## src/rtl/uart_rx_ctrl_if.sv

```systemverilog
// Bundle between the UART receive controller, the UART receiver and the host-side consumer.
// The master modport is the controller's view; slave is the surrounding logic.
interface uart_rx_ctrl_if #(
  parameter int DEPTH = 16
);
  localparam int CW = $clog2(DEPTH) + 1;

  logic          enable;
  logic          rx_en;
  logic          rx_done;
  logic [7:0]    rx_data;
  logic [7:0]    m_data;
  logic          m_valid;
  logic          m_ready;
  logic [CW-1:0] count;
  logic          overflow;
  logic          clr_ovf;
  logic          pkt_end;

  modport master (
    input  enable, rx_done, rx_data, m_ready, clr_ovf,
    output rx_en, m_data, m_valid, count, overflow, pkt_end
  );

  modport slave (
    output enable, rx_done, rx_data, m_ready, clr_ovf,
    input  rx_en, m_data, m_valid, count, overflow, pkt_end
  );
endinterface

```

## src/rtl/uart_rx_ctrl.sv

```systemverilog
// UART receive controller: edge-detects receiver strobes into a show-ahead byte FIFO,
// gates the receiver read-enable, flags overflow and pulses pkt_end after a line-idle gap.
module uart_rx_ctrl #(
  parameter int SEQ        = 100000000,
  parameter int BAUD_RATE  = 9600,
  parameter int DEPTH      = 16,
  parameter int IDLE_CHARS = 4
) (
  input  logic          clk,
  input  logic          rst_n,
  uart_rx_ctrl_if.master bus
);
  localparam int T_CHAR    = 10 * (SEQ / BAUD_RATE);
  localparam int IDLE_CLKS = IDLE_CHARS * T_CHAR;
  localparam int TW        = (IDLE_CLKS > 1) ? $clog2(IDLE_CLKS) : 1;
  localparam int AW        = $clog2(DEPTH);
  localparam int CW        = AW + 1;

  localparam logic [CW-1:0] DEPTH_C   = CW'(DEPTH);
  localparam logic [TW-1:0] IDLE_LAST = TW'(IDLE_CLKS - 1);

  // RUN is the only encoding with bit 0 set, so that bit drives rx_en directly
  typedef enum logic [1:0] {
    OFF  = 2'b00,
    RUN  = 2'b01,
    FULL = 2'b10
  } state_t;

  logic [7:0]    mem_r [DEPTH];
  logic [AW-1:0] wr_ptr_r, rd_ptr_r;
  logic [CW-1:0] count_r;
  logic [7:0]    m_data_r;
  logic          m_valid_r;
  logic          overflow_r;
  logic          pkt_end_r;
  logic          rx_done_q_r;
  logic          done_low_r;
  logic [TW-1:0] idle_cnt_r;
  logic          armed_r;
  state_t        state_r;

  logic          push_s, pop_s, acc_s, rej_s;
  logic [CW-1:0] count_nxt_s;
  logic [AW-1:0] wr_ptr_nxt_s, rd_ptr_nxt_s;
  logic [7:0]    head_nxt_s;
  state_t        state_nxt_s;

  // done_low_r blocks a strobe that was already high across reset release
  assign push_s = bus.rx_done & ~rx_done_q_r & done_low_r;
  assign pop_s  = m_valid_r & bus.m_ready;
  assign acc_s  = push_s & ((count_r != DEPTH_C) | pop_s);
  assign rej_s  = push_s & ~acc_s;

  // Next occupancy, pointers, head byte and FSM state
  always_comb begin
    count_nxt_s  = count_r;
    wr_ptr_nxt_s = wr_ptr_r;
    rd_ptr_nxt_s = rd_ptr_r;
    head_nxt_s   = 8'h00;
    state_nxt_s  = OFF;

    case ({acc_s, pop_s})
      2'b10:   count_nxt_s = count_r + CW'(1);
      2'b01:   count_nxt_s = count_r - CW'(1);
      default: count_nxt_s = count_r;
    endcase

    if (acc_s) wr_ptr_nxt_s = wr_ptr_r + AW'(1);
    else       wr_ptr_nxt_s = wr_ptr_r;
    if (pop_s) rd_ptr_nxt_s = rd_ptr_r + AW'(1);
    else       rd_ptr_nxt_s = rd_ptr_r;

    // the slot being written this cycle is not yet readable from mem_r
    if (count_nxt_s == CW'(0))                     head_nxt_s = 8'h00;
    else if (acc_s && (wr_ptr_r == rd_ptr_nxt_s))  head_nxt_s = bus.rx_data;
    else                                           head_nxt_s = mem_r[rd_ptr_nxt_s];

    if (!bus.enable)                  state_nxt_s = OFF;
    else if (count_nxt_s == DEPTH_C)  state_nxt_s = FULL;
    else                              state_nxt_s = RUN;
  end

  // Byte storage, deliberately not reset
  always_ff @(posedge clk) begin
    if (acc_s) mem_r[wr_ptr_r] <= bus.rx_data;
  end

  // FIFO bookkeeping, strobe edge detector and overflow flag
  always_ff @(posedge clk or negedge rst_n) begin
    if (!rst_n) begin
      wr_ptr_r    <= '0;
      rd_ptr_r    <= '0;
      count_r     <= '0;
      m_data_r    <= 8'h00;
      m_valid_r   <= 1'b0;
      overflow_r  <= 1'b0;
      rx_done_q_r <= 1'b0;
      done_low_r  <= 1'b0;
    end else begin
      wr_ptr_r    <= wr_ptr_nxt_s;
      rd_ptr_r    <= rd_ptr_nxt_s;
      count_r     <= count_nxt_s;
      m_data_r    <= head_nxt_s;
      m_valid_r   <= (count_nxt_s != CW'(0));
      rx_done_q_r <= bus.rx_done;
      if (!bus.rx_done) done_low_r <= 1'b1;
      else              done_low_r <= done_low_r;
      if (rej_s)             overflow_r <= 1'b1;
      else if (bus.clr_ovf)  overflow_r <= 1'b0;
      else                   overflow_r <= overflow_r;
    end
  end

  // Receiver gating state machine
  always_ff @(posedge clk or negedge rst_n) begin
    if (!rst_n) state_r <= OFF;
    else        state_r <= state_nxt_s;
  end

  // Line-idle timer: any push (accepted or not) restarts the gap
  always_ff @(posedge clk or negedge rst_n) begin
    if (!rst_n) begin
      idle_cnt_r <= '0;
      armed_r    <= 1'b0;
      pkt_end_r  <= 1'b0;
    end else if (push_s) begin
      idle_cnt_r <= '0;
      armed_r    <= 1'b1;
      pkt_end_r  <= 1'b0;
    end else if (armed_r && (idle_cnt_r == IDLE_LAST)) begin
      idle_cnt_r <= '0;
      armed_r    <= 1'b0;
      pkt_end_r  <= 1'b1;
    end else if (armed_r) begin
      idle_cnt_r <= idle_cnt_r + TW'(1);
      armed_r    <= 1'b1;
      pkt_end_r  <= 1'b0;
    end else begin
      idle_cnt_r <= idle_cnt_r;
      armed_r    <= 1'b0;
      pkt_end_r  <= 1'b0;
    end
  end

  assign bus.rx_en    = state_r[0];
  assign bus.m_data   = m_data_r;
  assign bus.m_valid  = m_valid_r;
  assign bus.count    = count_r;
  assign bus.overflow = overflow_r;
  assign bus.pkt_end  = pkt_end_r;
endmodule

```

## src/flat_wrapper.sv

```systemverilog
// flat-port wrapper written by rule: the top's interface ports become plain ports
module uart_rx_ctrl_flat 
#(
  parameter int SEQ        = 100000000,
  parameter int BAUD_RATE  = 9600,
  parameter int DEPTH      = 16,
  parameter int IDLE_CHARS = 4
)
  (clk, rst_n, bus_enable, bus_rx_done, bus_rx_data, bus_m_ready, bus_clr_ovf, bus_rx_en, bus_m_data, bus_m_valid, bus_count, bus_overflow, bus_pkt_end);
  uart_rx_ctrl_if #(.DEPTH(DEPTH)) bus_i ();
  input  logic clk;
  input  logic rst_n;
  input wire logic [$bits(bus_i.enable)-1:0] bus_enable;
  input wire logic [$bits(bus_i.rx_done)-1:0] bus_rx_done;
  input wire logic [$bits(bus_i.rx_data)-1:0] bus_rx_data;
  input wire logic [$bits(bus_i.m_ready)-1:0] bus_m_ready;
  input wire logic [$bits(bus_i.clr_ovf)-1:0] bus_clr_ovf;
  output wire logic [$bits(bus_i.rx_en)-1:0] bus_rx_en;
  output wire logic [$bits(bus_i.m_data)-1:0] bus_m_data;
  output wire logic [$bits(bus_i.m_valid)-1:0] bus_m_valid;
  output wire logic [$bits(bus_i.count)-1:0] bus_count;
  output wire logic [$bits(bus_i.overflow)-1:0] bus_overflow;
  output wire logic [$bits(bus_i.pkt_end)-1:0] bus_pkt_end;
  assign bus_i.enable = bus_enable;
  assign bus_i.rx_done = bus_rx_done;
  assign bus_i.rx_data = bus_rx_data;
  assign bus_i.m_ready = bus_m_ready;
  assign bus_i.clr_ovf = bus_clr_ovf;
  assign bus_rx_en = bus_i.rx_en;
  assign bus_m_data = bus_i.m_data;
  assign bus_m_valid = bus_i.m_valid;
  assign bus_count = bus_i.count;
  assign bus_overflow = bus_i.overflow;
  assign bus_pkt_end = bus_i.pkt_end;
  uart_rx_ctrl #(.SEQ(SEQ), .BAUD_RATE(BAUD_RATE), .DEPTH(DEPTH), .IDLE_CHARS(IDLE_CHARS)) u_core (.clk(clk), .rst_n(rst_n), .bus(bus_i));
endmodule
```

## config.mk

```make
export PLATFORM = sky130hd
export DESIGN_NAME = uart_rx_ctrl_flat
export DESIGN_NICKNAME = d
export VERILOG_FILES = /design/src/rtl/uart_rx_ctrl_if.sv /design/src/rtl/uart_rx_ctrl.sv /design/src/flat_wrapper.sv
export SDC_FILE = /design/constraint.sdc
export NUM_CORES = 1
export LEC_CHECK = 0
export ABC_AREA = 1
export CAP_MARGIN = 0
export CORE_AREA = 2 2 113 115
export CTS_BUF_LIST = sky130_fd_sc_hd__clkbuf_4 sky130_fd_sc_hd__clkbuf_8 sky130_fd_sc_hd__clkbuf_16
export CTS_CLUSTER_SIZE = 25
export DETAILED_ROUTE_END_ITERATION = 6
export DIE_AREA = 0 0 115 117
export GPL_TIMING_DRIVEN = 0
export HOLD_SLACK_MARGIN = 0.05
export PLACE_DENSITY_LB_ADDON = 0.3
export SYNTH_ARGS = -nofsm -noshare
export SYNTH_HDL_FRONTEND = slang
export SYNTH_SLANG_ARGS = --single-unit
export TNS_END_PERCENT = 1
```

## constraint.sdc

```tcl
create_clock -name clk -period 6.4 [get_ports clk]
set_clock_uncertainty 0.15 [all_clocks]
set_input_delay 0.64 -clock clk [delete_from_list [all_inputs] [get_ports clk]]
set_output_delay 0.64 -clock clk [all_outputs]
set_load 0.1 [all_outputs]
```

==> results by group, run 1 <==
Setup path
  – Stage delay of the slowest cell on the critical path: 520 ps
  – Type of the setup path with the least slack: in2reg
  – Crit path required time: 6560 ps
  – Top Family by Delay on Critical Path: simple AND/OR/NAND/NOR gates
  – Sequence of cells on the critical path: clkdlybuf4s50_1 > nand2_2 > nor2_8 > inv_2 > nand2_4 > inv_1 > ha_1 > a21oi_1 > nand2_1 > nand2_1 > nand2_1 > nand2_1 > nand2_1 > nor2_2 > nand3_2 > nand2_1 > nor2_1
  – Crit-path slowest cell: sky130_fd_sc_hd__clkdlybuf4s50_1
  – Arr. time, crit path: 3240 ps
  – Buffer and inverter count on the worst path: 3
  – Worst setup SP type: primary input
  – Critical path's most frequent cell: sky130_fd_sc_hd__nand2_1
  – Crit Path Max Fanout: 9
  – Worst setup EP type: flop

Die
  – Number of core rows: 41
  – IO Pins: 31
  – Area enclosed by the die boundary: 13500 um^2
  – Starting Density: 63.4%
  – X dimension of the die: 115 um
  – Floorplan core area: 12300 um^2
  – Die H: 117 um

Synth
  – Post-synth net total: 774
  – Instance count of the mapped netlist: 750
  – Ranking of synthesized cells by area: sky130_fd_sc_hd__edfxtp_1, sky130_fd_sc_hd__dfrtp_1, sky130_fd_sc_hd__nand3_1
  – Yosys warnings: 0
  – Seq/Total Area, Yosys: 64.3%
  – Mapped Avg Cell Area: 10.4 um^2
  – Summed instance area of the synthesized netlist: 7810 um^2
  – Netlist cell types: 35
  – Area fraction of the dominant cell type after synthesis: 49.2%
  – Number of synthesized register bits: 175
  – Post-synthesis cell type with the largest combined area: sky130_fd_sc_hd__edfxtp_1

Global route
  – Global route overflow: 0
  – Overall global routing resource usage: 30.6%
  – First-pass GRT wire length: 29900 um
  – Maximum number of pins on one net before global-route repair: 32
  – Number of antenna violations at the first check in global routing: 0
  – Via count of the first global-routing pass: 5555

Placement
  – Routability Congestion: 1.04
  – Detailed-placement wirelength estimate: 13100 um
  – Setup WS pre-CTS: 2940 ps
  – Post-Place Cell Area: 8310 um^2
  – Number of port buffers: 30

Pwr
  – Static power due to leakage: 3.50 nW
  – Power Dens Cells: 489 nW/um^2
  – Maximum vdd drop: 0.237 mV
  – Total design power: 4.33 mW

STA
  – Time the final worst path needs with I/O delays and setup: 3080 ps
  – Total of endpoints with negative setup slack in the final report: 0
  – Fin. max-slew vios: 0
  – Worst path setup slack after routing: 3320 ps
  – Max Clock Freq: 325 MHz
  – Actual slew at the worst max-slew pin: 985 ps
  – Share of the clock period used by the worst path: 48.1%
  – Relative slew slack: 34.1%
  – Endpoints failing hold: 0
  – Unrepaired setup endpoints after global routing: no
  – Final total negative setup slack: 0 ps

CTS
  – Total clock buffers created by CTS: 17
  – Worst-case clock buffer depth: 2
  – Depth of the CTS H-tree: 4
  – Worst-skew pair later-pin latency: 430 ps
  – CTS tree: built
  – Post-CTS resize count: 0
  – CTS root buffer: sky130_fd_sc_hd__clkbuf_16
  – Clk slew on worst S/H paths: 60 ps
  – Count of clock tree sinks: 175

Routing
  – Mean number of vias per cell: 6.09
  – Initial DRC Count: 675
  – Number of nets still failing antenna checks after routing: 0
  – Length of the first detailed-routing pass in iterations: 5
  – Drt drc: 0
  – Count of vias placed by the detailed router: 5860
  – Wirelength per Cell: 20.1 um
  – Routed wire length: 19300 um

Min path
  – Worst hold-check path type: reg2reg

Layout
  – Design area: 8860 um^2
  – Layout overhead on the synthesized area: 13.5%
  – Utilization after layout: 72.0%
  – Final nets: 825
  – Share of post-route cells with drive strength above 1: 9.85%
  – # diodes: 0

Status
  – Run status: completed

Run
  – Max-cap viol count: 0
layout make-up:
type	instances	area, um^2
Multi-Input combinational cell	495	2450
Clock inverter	10	91.3
Inverter	49	186
Buffer	31	151
Sequential cell	175	5020
Fill cell	900	3450
Clock buffer	20	448
Tap cell	150	188
Timing Repair Buffer	32	325
per-layer routing:
layer	GRT usage [%]	vias up	part of all wire [%]
met5	0	-	0
met4	13.0	0	2.3
met3	6.44	37	9.5
met2	47.6	315	47
met1	42.6	2820	41
li1	-	2688	-
flip-flops by register name (all words and copies together), names as in the netlist, 4 cells and up:
register           cells
u_core.bus.count       5
u_core.bus.m_data      8
u_core.idle_cnt_r     19
u_core.mem_r         128
u_core.rd_ptr_r        4
u_core.wr_ptr_r        4
stage by stage:
step,instances,hold WS [ps]
2_1_floorplan,750,194
3_3_place_gp,930,336
3_5_place_dp,931,363
4_1_cts,962,377
5_1_grt,962,421
6_report,962,375
worst reg2reg max path, cell delays in order, from the launching register on:
cell and delay, ps:
sky130_fd_sc_hd__dfrtp_1 430, sky130_fd_sc_hd__nor2_8 180, sky130_fd_sc_hd__inv_2 140, sky130_fd_sc_hd__nand2_4 130, sky130_fd_sc_hd__inv_1 90, sky130_fd_sc_hd__ha_1 350, sky130_fd_sc_hd__a21oi_1 210, sky130_fd_sc_hd__nand2_1 70
sky130_fd_sc_hd__nand2_1 70, sky130_fd_sc_hd__nand2_1 60, sky130_fd_sc_hd__nand2_1 70, sky130_fd_sc_hd__nand2_1 80, sky130_fd_sc_hd__nor2_2 140, sky130_fd_sc_hd__nand3_2 210, sky130_fd_sc_hd__nand2_1 130, sky130_fd_sc_hd__nor2_1 70
final timing paths:
| path | cells after the start | to | slack (ps) | start |
|---|---|---|---|---|
| max in group asynchronous | 3 | u_core.idle_cnt_r[12] | 5070 | rst_n |
| min in group asynchronous | 2 | u_core.bus.m_data[3] | 530 | rst_n |
| worst min register to register | 1 | u_core.idle_cnt_r[12] | 380 | u_core.idle_cnt_r[12] |
| worst min-delay path | 1 | u_core.idle_cnt_r[12] | 380 | u_core.idle_cnt_r[12] |
| worst max register to register | 15 | u_core.bus.m_data[7] | 3720 | u_core.rx_done_q_r |
| worst max-delay path | 17 | u_core.bus.m_data[7] | 3320 | bus_rx_done |
report_power, final:
part           internal, mW  switching [mW]
logic                 0.536            1.42
clock network         0.543           0.414
registers              1.34          0.0757
total                  2.42            1.91
placed cells by master, fill, tap and decap left out, types with 2 or more instances in the layout:
| cell type | n |
|---|---|
| sky130_fd_sc_hd__nand2_4 | 3 |
| sky130_fd_sc_hd__dfrtp_1 | 47 |
| sky130_fd_sc_hd__clkbuf_4 | 3 |
| sky130_fd_sc_hd__nor3b_1 | 4 |
| sky130_fd_sc_hd__nand2_2 | 7 |
| sky130_fd_sc_hd__inv_6 | 2 |
| sky130_fd_sc_hd__a21oi_1 | 12 |
| sky130_fd_sc_hd__clkdlybuf4s50_1 | 29 |
| sky130_fd_sc_hd__xor2_1 | 7 |
| sky130_fd_sc_hd__nor2_8 | 2 |
| sky130_fd_sc_hd__o21ai_0 | 8 |
| sky130_fd_sc_hd__nor3_1 | 4 |
| sky130_fd_sc_hd__nand4_1 | 5 |
| sky130_fd_sc_hd__inv_2 | 4 |
| sky130_fd_sc_hd__inv_1 | 44 |
| sky130_fd_sc_hd__buf_2 | 23 |
| sky130_fd_sc_hd__nand2_1 | 152 |
| sky130_fd_sc_hd__nor2_1 | 61 |
| sky130_fd_sc_hd__clkinv_4 | 3 |
| sky130_fd_sc_hd__a31oi_1 | 2 |
| sky130_fd_sc_hd__clkinv_2 | 2 |
| sky130_fd_sc_hd__clkinv_1 | 2 |
| sky130_fd_sc_hd__edfxtp_1 | 128 |
| sky130_fd_sc_hd__clkbuf_16 | 17 |
| sky130_fd_sc_hd__nor2_2 | 5 |
| sky130_fd_sc_hd__nand3_2 | 2 |
| sky130_fd_sc_hd__ha_1 | 9 |
| sky130_fd_sc_hd__buf_1 | 6 |
| sky130_fd_sc_hd__nand3_1 | 200 |
| sky130_fd_sc_hd__clkbuf_1 | 2 |
| sky130_fd_sc_hd__xnor2_1 | 3 |
cells by family (layout without fill, tap and decap cells):
kind of cell,Yosys count,in the layout,share of synthesized area [%]
DFF,175,175,64.3
and+or+nand+nor,449,449,26.7
adders and majority gates,10,10,1.70
xor gates and xnor gates,10,10,1.12
AOI/OAI and AO/OA,26,26,1.86
buffers and inverters,80,142,4.32
Yosys cell counts, drive strengths merged:
cell type  number
nand3         202
clkbuf          2
nor3            4
xnor2           3
a21oi          12
nor3b           4
nand2         162
a31oi           2
nor4            1
o41ai           1
o21a            1
xor2            7
dfrtp          47
nand4           6
inv            49
nor2           69
edfxtp        128
buf            29
o211ai          1
o21ai           9
fa              1
nand3b          1
ha              9
repair_timing:
action | CTS | global route
endpoints found under the hold margin | 16 | 0
hold buffers | 1 | 0
buffers inserted | 0 | 0
Power figures use the tool's default switching activity.
==> inputs of run 2 (changes only) <==
--- a/config.mk
+++ b/config.mk
@@ -7,11 +7,11 @@
 export LEC_CHECK = 0
 export ABC_AREA = 1
 export CAP_MARGIN = 0
-export CORE_AREA = 2 2 113 115
+export CORE_AREA = 2 2 123 125
 export CTS_BUF_LIST = sky130_fd_sc_hd__clkbuf_4 sky130_fd_sc_hd__clkbuf_8 sky130_fd_sc_hd__clkbuf_16
 export CTS_CLUSTER_SIZE = 25
 export DETAILED_ROUTE_END_ITERATION = 6
-export DIE_AREA = 0 0 115 117
+export DIE_AREA = 0 0 125 127
 export GPL_TIMING_DRIVEN = 0
 export HOLD_SLACK_MARGIN = 0.05
 export PLACE_DENSITY_LB_ADDON = 0.3
==> constraint.sdc (replaced) <==
create_clock -name clk -period 2.7 [get_ports clk]
set_clock_uncertainty 0.15 [all_clocks]
set_input_delay 0.27 -clock clk [delete_from_list [all_inputs] [get_ports clk]]
set_output_delay 0.27 -clock clk [all_outputs]
set_load 0.1 [all_outputs]
==> results by group, run 2 (same netlist as run 1, synthesis figures left out) <==
Layout
  – Layout overhead on the synthesized area: 15.3%
  – Final nets: 828 (+0.36%)
  – Leading cell type in the layout, fill and taps excluded: sky130_fd_sc_hd__nand3_1
  – Largest register FFs: 128 (unchanged)
  – # diodes: 0 (unchanged)
  – Most flops, register: u_core.mem_r
  – Count of placed standard cells in the final layout, fillers left out: 1000 (+4.0%)
  – Leading cell types in the layout, fill and taps excluded: sky130_fd_sc_hd__nand3_1, sky130_fd_sc_hd__nand2_1, sky130_fd_sc_hd__edfxtp_1, sky130_fd_sc_hd__nor2_1, sky130_fd_sc_hd__dfrtp_1
  – Share of post-route cells with drive strength above 1: 10.9% (+1.1 points)

Setup path
  – Critical path's most frequent cell: sky130_fd_sc_hd__nand2_1
  – Crit-path slowest cell: sky130_fd_sc_hd__clkdlybuf4s50_1
  – Worst setup EP type: flop
  – Type of the setup path with the least slack: in2reg
  – Crit path required time: 2880 ps (-3680 ps)
  – Arr. time, crit path: 2730 ps (-510 ps)
  – Sequence of cells on the critical path: clkdlybuf4s50_1 > nand2_2 > nor2_8 > inv_4 > nand2_4 > inv_1 > ha_1 > a21oi_2 > nand3_1 > nand2_1 > nand2_1 > nand2_1 > nand2_1 > nand3_4 > nand2_1 > nor2_1
  – RR Startpoint: u_core.done_low_r
  – Endpoint of the most critical register-to-register path: u_core.bus.m_data[6]
  – Crit Path Max Fanout: 9 (unchanged)
  – Worst Reg2Reg Path Length in Cells: 15 (unchanged)
  – Stage delay of the slowest cell on the critical path: 510 ps (about the same)
  – Register-to-register setup slack: 170 ps (-3550 ps)
  – Worst setup SP type: primary input

Routing
  – Mean number of vias per cell: 5.88 (-3.4%)
  – Wirelength per Cell: 20.1 um (about the same)
  – Initial DRC Count: 651 (-3.6%)
  – Routed wire length: 20100 um (+3.9%)
  – Number of nets still failing antenna checks after routing: 0 (unchanged)
  – Length of the first detailed-routing pass in iterations: 5 (unchanged)
  – Drt drc: 0 (unchanged)
  – Count of vias placed by the detailed router: 5884 (+0.41%)

STA
  – Endpoints failing hold: 0 (unchanged)
  – Actual slew at the worst max-slew pin: 1030 ps (+48.2 ps)
  – Relative slew slack: 30.8% (-3.2 points)
  – Final total negative setup slack: 0 ps (unchanged)
  – Fin. max-slew vios: 0 (unchanged)
  – Share of the clock period used by the worst path: 94.6%
  – Total of endpoints with negative setup slack in the final report: 0 (unchanged)
  – Time the final worst path needs with I/O delays and setup: 2550 ps
  – Worst path setup slack after routing: 146 ps (-3180 ps)
  – Max Clock Freq: 391 MHz

Global route
  – Overall global routing resource usage: 26.2% (-4.4 points)
  – Maximum number of pins on one net before global-route repair: 40 (+25%)
  – Global route overflow: 0 (unchanged)
  – Via count of the first global-routing pass: 5688 (+2.4%)
  – Number of antenna violations at the first check in global routing: 0 (unchanged)
  – First-pass GRT wire length: 31400 um (+5.1%)

CTS
  – Clk slew on worst S/H paths: 70 ps (about the same)
  – CTS root buffer: sky130_fd_sc_hd__clkbuf_16
  – Worst-case clock buffer depth: 2 (unchanged)
  – Depth of the CTS H-tree: 4 (unchanged)
  – Worst-skew pair later-pin latency: 440 ps (about the same)
  – Count of clock tree sinks: 175 (unchanged)
  – CTS tree: built
  – Total clock buffers created by CTS: 17 (unchanged)

Die
  – Area enclosed by the die boundary: 15900 um^2 (+18%)
  – Floorplan core area: 14400 um^2 (+17%)
  – X dimension of the die: 125 um (+8.7%)
  – IO Pins: 31 (unchanged)
  – Number of core rows: 44 (+7.3%)
  – Starting Density: 54.2% (-9.3 points)
  – Die H: 127 um (+8.5%)

Placement
  – Setup WS pre-CTS: -431 ps (-3370 ps)
  – Number of cells in the design after placement: 965 (+3.7%)
  – Detailed-placement wirelength estimate: 13400 um (+1.9%)
  – Routability Congestion: 0.975 (-6.5%)
  – Number of port buffers: 30 (unchanged)

Min path
  – Worst hold-check path type: in2async

Status
  – Run status: completed

Pwr
  – Static power due to leakage: 3.53 nW (+0.74%)
  – Power Dens Cells: 1160 nW/um^2 (+140%)
  – Maximum vdd drop: 0.638 mV (+170%)

Run
  – Max-cap viol count: 0 (unchanged)
## run 2: cell count changes in the layout (fill, tap and decap cells not counted), moves of 2 or more
cell | previous run | this run
sky130_fd_sc_hd__buf_4 | 0 | 3
sky130_fd_sc_hd__clkbuf_4 | 3 | 0
sky130_fd_sc_hd__clkinv_4 | 3 | 0
sky130_fd_sc_hd__inv_6 | 2 | 5
sky130_fd_sc_hd__a21oi_1 | 12 | 10
sky130_fd_sc_hd__a21oi_2 | 0 | 2
sky130_fd_sc_hd__clkinv_8 | 0 | 2
sky130_fd_sc_hd__clkinvlp_4 | 0 | 2
sky130_fd_sc_hd__inv_8 | 0 | 2
## run 2: power breakdown
| group | switching [mW] | internal (mW) |
|---|---|---|
| clock network | 1.11 | 1.30 |
| logic | 3.40 | 1.31 |
| registers | 0.187 | 3.17 |
## run 2: layout make-up
| class | count | area [um^2] |
|---|---|---|
| clock inverters | 14 | 153 |
| well taps | 184 | 230 |
| fillers | 1166 | 5420 |
| inverters | 49 | 189 |
| flip-flops and latches | 175 | 5020 |
| multi-input cells | 495 | 2490 |
| clock buffers | 17 | 425 |
| repair buffers | 35 | 348 |
| plain buffers | 31 | 151 |
## run 2: worst max-delay path by stage
stage | start | endpoint | slack [ps]
3_3_place_gp | bus_rx_done | u_core.bus.m_data[6] | -310
2_1_floorplan | u_core.bus.count[0] | u_core.bus.m_data[0] | 60
4_1_cts | u_core.rx_done_q_r | u_core.bus.m_data[6] | 10
6_report | bus_rx_done | u_core.bus.m_data[6] | 150
5_1_grt | bus_rx_done | u_core.bus.m_data[6] | -9
3_5_place_dp | bus_rx_done | u_core.bus.m_data[3] | -430
## run 2: repair_timing
| action | CTS | global route |
|---|---|---|
| hold endpoints to repair | 47 | 0 |
| setup endpoints to repair | 0 | 10 |
| hold buffers | 1 | 0 |
| resized for setup | 0 | 7 |
| buffers inserted | 0 | 3 |
## run 2: per-layer routing
metal | up-vias | global-route usage [%] | wire length [um]
li1 | 2704 | - | -
met1 | 2833 | 34.7 | 8100
met2 | 295 | 43.6 | 9920
met3 | 52 | 5.03 | 1410
met4 | 0 | 9.87 | 675
met5 | - | 0 | 0
## run 2: per-stage QoR
step	hold slack (ps)	utilization (%)	total power, mW	instance area [um^2]
floorplan	-176	-	6.59	7810
global placement	339	57.8	7.87	8340
detailed placement	-6.12	57.9	7.96	8360
CTS	74.5	62.0	10.4	8950
global route	88.1	62.4	11.0	9000
finish	76.3	62.4	10.5	9000
## run 2: worst max-delay path: cells and delay by family
family | cells | cell delay, ps
compound gates | 1 | 180
fa+ha+maj | 1 | 350
simple gates | 11 | 1200
buf+inv | 3 | 710
